## src/rtl/xor_shadow_mon_pkg.sv

```systemverilog
// Shared types and limits for the XOR shadow checker.
package xor_shadow_mon_pkg;

  typedef enum logic [1:0] {
    IDLE = 2'd0,
    RUN  = 2'd1,
    FAIL = 2'd2
  } state_e;

  localparam int unsigned LAT_MAX = 15;

endpackage

```

## src/rtl/xor_shadow_dly.sv

```systemverilog
// Valid/data delay line of Depth stages; Depth 0 is a plain wire-through.
module xor_shadow_dly #(
  parameter int unsigned Width = 1,
  parameter int unsigned Depth = 0
) (
  input  logic             clk,
  input  logic             rst,
  input  logic             flush,
  input  logic             in_vld,
  input  logic [Width-1:0] in_data,
  output logic             out_vld,
  output logic [Width-1:0] out_data
);

  if (Depth == 0) begin : g_wire
    logic unused_ok;
    assign unused_ok = ^{clk, rst, flush};
    assign out_vld   = in_vld;
    assign out_data  = in_data;
  end else begin : g_pipe
    logic [Depth-1:0] vld_q;
    logic [Width-1:0] data_q [Depth];

    always_ff @(posedge clk or posedge rst) begin
      if (rst) begin
        vld_q <= '0;
      end else if (flush) begin
        vld_q <= '0;
      end else begin
        vld_q[0] <= in_vld;
        for (int unsigned i = 1; i < Depth; i++) begin
          vld_q[i] <= vld_q[i-1];
        end
      end
    end

    // Data only matters alongside its valid bit, so it carries no reset.
    always_ff @(posedge clk) begin
      data_q[0] <= in_data;
      for (int unsigned i = 1; i < Depth; i++) begin
        data_q[i] <= data_q[i-1];
      end
    end

    assign out_vld  = vld_q[Depth-1];
    assign out_data = data_q[Depth-1];
  end

endmodule

```

## src/rtl/xor_shadow_mon.sv

```systemverilog
// Shadow checker: compares observed c against a^b delayed by LAT cycles, per channel.
// Define XOR_SHADOW_MON_ASSERT_EN to report each mismatching channel in simulation.
module xor_shadow_mon
  import xor_shadow_mon_pkg::*;
#(
  parameter int unsigned W    = 1,
  parameter int unsigned NCH  = 1,
  parameter int unsigned LAT  = 0,
  parameter int unsigned CNTW = 16
) (
  input  logic                  clk,
  input  logic                  rst,
  input  logic                  vld,
  input  logic [NCH*W-1:0]      a,
  input  logic [NCH*W-1:0]      b,
  input  logic [NCH*W-1:0]      c,
  input  logic                  clr,
  output logic                  err,
  output logic [NCH-1:0]        ch_err,
  output logic [CNTW-1:0]       mis_cnt,
  output logic [$clog2(NCH):0]  first_ch,
  output logic [1:0]            state
);

  localparam int unsigned FCW = $clog2(NCH) + 1;

  if (LAT > LAT_MAX) begin : g_bad_lat
    $error("xor_shadow_mon: LAT out of range");
  end

  logic             d_vld;
  logic [NCH*W-1:0] d_exp;
  logic [NCH-1:0]   mm;
  logic [FCW-1:0]   low_ch;

  state_e           state_q, state_d;
  logic [NCH-1:0]   ch_err_q, ch_err_d;
  logic [CNTW-1:0]  cnt_q, cnt_d;
  logic [FCW-1:0]   fc_q, fc_d;

  xor_shadow_dly #(
    .Width (NCH*W),
    .Depth (LAT)
  ) u_dly (
    .clk      (clk),
    .rst      (rst),
    .flush    (clr),
    .in_vld   (vld),
    .in_data  (a ^ b),
    .out_vld  (d_vld),
    .out_data (d_exp)
  );

  always_comb begin
    mm = '0;
    for (int unsigned i = 0; i < NCH; i++) begin
      mm[i] = d_vld && (d_exp[i*W +: W] != c[i*W +: W]);
    end
  end

  always_comb begin
    low_ch = '0;
    for (int i = int'(NCH) - 1; i >= 0; i--) begin
      if (mm[i]) low_ch = FCW'(i);
    end
  end

  always_comb begin
    state_d  = state_q;
    ch_err_d = ch_err_q;
    cnt_d    = cnt_q;
    fc_d     = fc_q;
    if (clr) begin
      // clr wins over any compare landing in the same cycle.
      state_d  = IDLE;
      ch_err_d = '0;
      cnt_d    = '0;
      fc_d     = '0;
    end else if (d_vld) begin
      if (|mm) begin
        if (state_q != FAIL) fc_d = low_ch;
        state_d  = FAIL;
        ch_err_d = ch_err_q | mm;
        if (cnt_q != {CNTW{1'b1}}) cnt_d = cnt_q + 1'b1;
      end else if (state_q == IDLE) begin
        state_d = RUN;
      end
    end
  end

  always_ff @(posedge clk or posedge rst) begin
    if (rst) begin
      state_q  <= IDLE;
      ch_err_q <= '0;
      cnt_q    <= '0;
      fc_q     <= '0;
    end else begin
      state_q  <= state_d;
      ch_err_q <= ch_err_d;
      cnt_q    <= cnt_d;
      fc_q     <= fc_d;
    end
  end

  assign err      = (state_q == FAIL);
  assign ch_err   = ch_err_q;
  assign mis_cnt  = cnt_q;
  assign first_ch = fc_q;
  assign state    = state_q;

`ifdef XOR_SHADOW_MON_ASSERT_EN
  always_ff @(posedge clk) begin
    if (!rst && !clr) begin
      for (int unsigned i = 0; i < NCH; i++) begin
        if (mm[i]) begin
          $error("xor_shadow_mon: ch %0d expected %0h observed %0h",
                 i, d_exp[i*W +: W], c[i*W +: W]);
        end
      end
    end
  end
`endif

endmodule
```

## config.mk

```make
export PLATFORM = sky130hd
export DESIGN_NAME = xor_shadow_mon
export DESIGN_NICKNAME = d
export VERILOG_FILES = /design/src/rtl/xor_shadow_mon_pkg.sv /design/src/rtl/xor_shadow_dly.sv /design/src/rtl/xor_shadow_mon.sv
export SDC_FILE = /design/constraint.sdc
export NUM_CORES = 1
export LEC_CHECK = 0
export BUFFER_PORTS_ARGS = -buffer_cell sky130_fd_sc_hd__clkbuf_2
export CAP_MARGIN = 20
export CORE_MARGIN = 3
export CORE_UTILIZATION = 38
export DETAILED_ROUTE_END_ITERATION = 7
export GPL_ROUTABILITY_DRIVEN = 0
export MAX_ROUTING_LAYER = met4
export SYNTH_ARGS = -nofsm -noshare
export SYNTH_HDL_FRONTEND = slang
export SYNTH_SLANG_ARGS = --single-unit
export TNS_END_PERCENT = 100
```

## constraint.sdc

```tcl
create_clock -name clk -period 3.1 [get_ports clk]
set_input_delay 0.465 -clock clk [delete_from_list [all_inputs] [get_ports clk]]
set_output_delay 0.465 -clock clk [all_outputs]
set_load 0.02 [all_outputs]
```

==> flow_summary_export.csv <==
group,metric,value,unit
cells_and_area,final_cells,158,
routing,detail_route.vias_per_cell,5.01,
floorplanning,core_area,2520,um2
synthesis,yosysTopAreaCellShare,46.2,%
synthesis,netlist_area,1030,um2
routing,ant_nets,0,
clock_tree,numClockSinks,19,
routing,drt_first_pass_iters,3,
flow_run,drv_cap,0,
clock_tree,cts_tree,"done",
hold_path,hp-class,"in -> async",
cells_and_area,syn2layout_area_growth,15.0,%
clock_tree,cts_resized,0,
synthesis,yosysTopAreaCell,"dfrtp_1",
clock_tree,clkSlewWorstSetupHoldPaths,110,ps
cells_and_area,drive_gt1_share,26.6,%
timing,worst_pin_slew,732,ps
clock_tree,htreeDepth,1,
floorplanning,die_h,58.0,um
synthesis,yosysMostFrequentCell,"dfrtp_1",
critical_path,cp.arrival,2030,ps
clock_tree,root_buffer,"clkbuf_4",
routing,wire_per_inst,13.3,um
critical_path,critPathCaptureType,"flop",
synthesis,synthArstFlopShare,100,%
routing,drc,0,
timing,totalNegativeSetupSlack,0,ps
timing,hold_slack,256,ps
floorplanning,die_w,58.0,um
critical_path,crit_required,3280,ps
global_routing,busiest_layer,"met2",
synthesis,synthDistinctLibCells,29,
critical_path,cpPeakStageDelay,540,ps
clock_tree,post_cts_buffers,0,
synthesis,syn-mean-instance-area,9.99,um2
timing,relSlewSlack,51.1,%
timing,max_freq,540,MHz
cells_and_area,fillers,267,
global_routing,grtUsageMet2,24.0,%
placement,placed_cells,154,
clock_tree,cts.path.max_buffers,2,
timing,slew_violations,0,
critical_path,cp_max_fo,13,
routing,drt_iter0_markers,10,
placement,hpwl,1.56,mm
synthesis,ys_seq_area_share,46.2,%
global_routing,grt_overflow_total,0,
pwr,irDropWorstVdd,0.224,mV
critical_path,start_kind,"flop",
floorplanning,rows,18,
timing,hold_violations,0,
timing,rsz0062_at_grt,"no",
timing,clock_skew,6.27,ps
clock_tree,ctsHoldBuffers,0,
synthesis,synthTopCellsByArea,"dfrtp_1 46%, xnor2_1 6.0%, a21oi_1 5.4%, xor2_1 5.1%, nor2_1 4.7%",
synthesis,syn_nets,111,
placement,pre_cts_ws,1180,ps
clock_tree,clk_latency,290,ps
synthesis,synth_flop_cell,"dfrtp_1",
timing,finalCriticalPeriod,1850,ps
pwr,leakage,0.000569,uW
global_routing,grt_pass1_wl,3.68,mm
synthesis,synth_commonest_cells,"19 x dfrtp_1, 13 x nor2_1, 11 x a21oi_1",
synthesis,synth_edf_count,0,
timing,layout_setup_ws,1250,ps
pwr,power_density,372,nW/um2
synthesis,yosysWarnings,0,
global_routing,antenna_found_initial,0,
critical_path,worst_path_max_delay_cell,"or4_4",
synthesis,ys_ff_latch,19,
floorplanning,die-area,3370,um2
cells_and_area,diodes,0,
synthesis,synth_cells,103,
routing,routed-via-count,792,
global_routing,grt_pass1_vias,843,
global_routing,grt_use_total,14.4,%
global_routing,grt_start_max_net_pins,20,
routing,routed_wl,2.10,mm
critical_path,crit_chain,"ha_1, nand3_1, or4_4, and2_4, mux2i_1, nor2_1",
critical_path,critPathKind,"reg -> reg",
global_routing,grt_use_met3,2.23,%
floorplanning,ioPinCount,28,
global_routing,grt_use_met1,17.7,%
floorplanning,start_util,40.8,%
timing,final-setup-viol-count,0,
placement,portBuffers,26,
timing,min_period_over_period,59.8,%
clock_tree,numCtsBuffers,3,
outcome,outcome,"finished, final reports clean",
cells_and_area,fin_nets,137,
==> through the flow <==
| stage | area, um2 | power [uW] | utilization (%) |
|---|---|---|---|
| after detailed placement | 1160 | 322 | 45.8 |
| after floorplan | 1030 | 307 | - |
| after global placement | 1160 | 322 | 45.8 |
| after CTS | 1180 | 448 | 46.9 |
| final | 1180 | 440 | 46.9 |
| after global routing | 1180 | 462 | 46.9 |
==> critical path: cells and delay by family, from the launching register on <==
| family | cells | cell delay (ps) |
|---|---|---|
| muxes | 1 | 150 |
| adders and majority gates | 1 | 290 |
| DFF | 1 | 410 |
| and+or+nand+nor | 4 | 900 |
==> sequential cells by signal (all words and copies together) (netlist names) <==
register  cells
ch_err        1
mis_cnt      16
state         2
==> cell usage in the layout, fill, tap and decap left out, types with 2 or more instances in the layout <==
cell      Yosys  layout
a21oi_1      11      11
and2_1        2       2
and3_1        3       3
clkbuf_2      1      26
clkbuf_4      0       3
dfrtp_1      19      19
inv_1         3       3
mux2i_1       3       3
nand2_1       4       4
nand3_1       6       6
nand4_1       5       5
nor2_1       13      13
nor3_1        4       4
xnor2_1       7       7
xor2_1        6       6
==> routing by layer <==
layer | wire (um) | vias up
li1 | - | 401
met1 | 1010 | 373
met2 | 981 | 16
met3 | 92 | 2
met4 | 15 | 0
met5 | 0 | -
==> where the power goes <==
part | internal (uW) | leakage, uW | switching [uW] | total [uW]
combinational | 20.6 | 0.000291 | 37.1 | 57.8
clock | 50.0 | 0.0000150 | 73.1 | 123
sequential | 254 | 0.000262 | 4.93 | 259
total | 325 | 0.000569 | 115 | 440
==> logic make-up (layout without fill, tap and decap cells) <==
logic type / count (synthesis) / in the layout / synth area share, %
other: 1 / 1 / 0.365
XOR/XNOR: 14 / 14 / 13.4
AND/OR/NAND/NOR: 45 / 45 / 25.1
flip-flops: 19 / 19 / 46.2
AO/OA/AOI/OAI: 12 / 12 / 5.84
adder cells (fa/ha/maj): 1 / 1 / 1.22
multiplexers: 3 / 3 / 2.92
buffers and inverters: 8 / 33 / 4.99
==> worst paths after layout <==
check	start	to	slack [ps]	cells after the start
worst max-delay path	mis_cnt[0]	mis_cnt[1]	1250	6
worst min-delay path	rst	mis_cnt[9]	260	2
worst max register to register	mis_cnt[0]	mis_cnt[1]	1250	6
worst min register to register	ch_err	ch_err	510	2
max in group asynchronous	rst	mis_cnt[15]	2380	2
min in group clk	vld	state[0]	480	3
==> final cells by class <==
type | count | area, um2 | share of cell area, %
multi-input combinational | 76 | 502 | 42.4
sequential | 19 | 475 | 40.2
timing repair buffer | 26 | 130 | 11.0
tap | 30 | 37.5 | 3.17
inverter | 3 | 11.3 | 0.952
clock buffer | 4 | 26.3 | 2.22
Power figures use the tool's default switching activity.
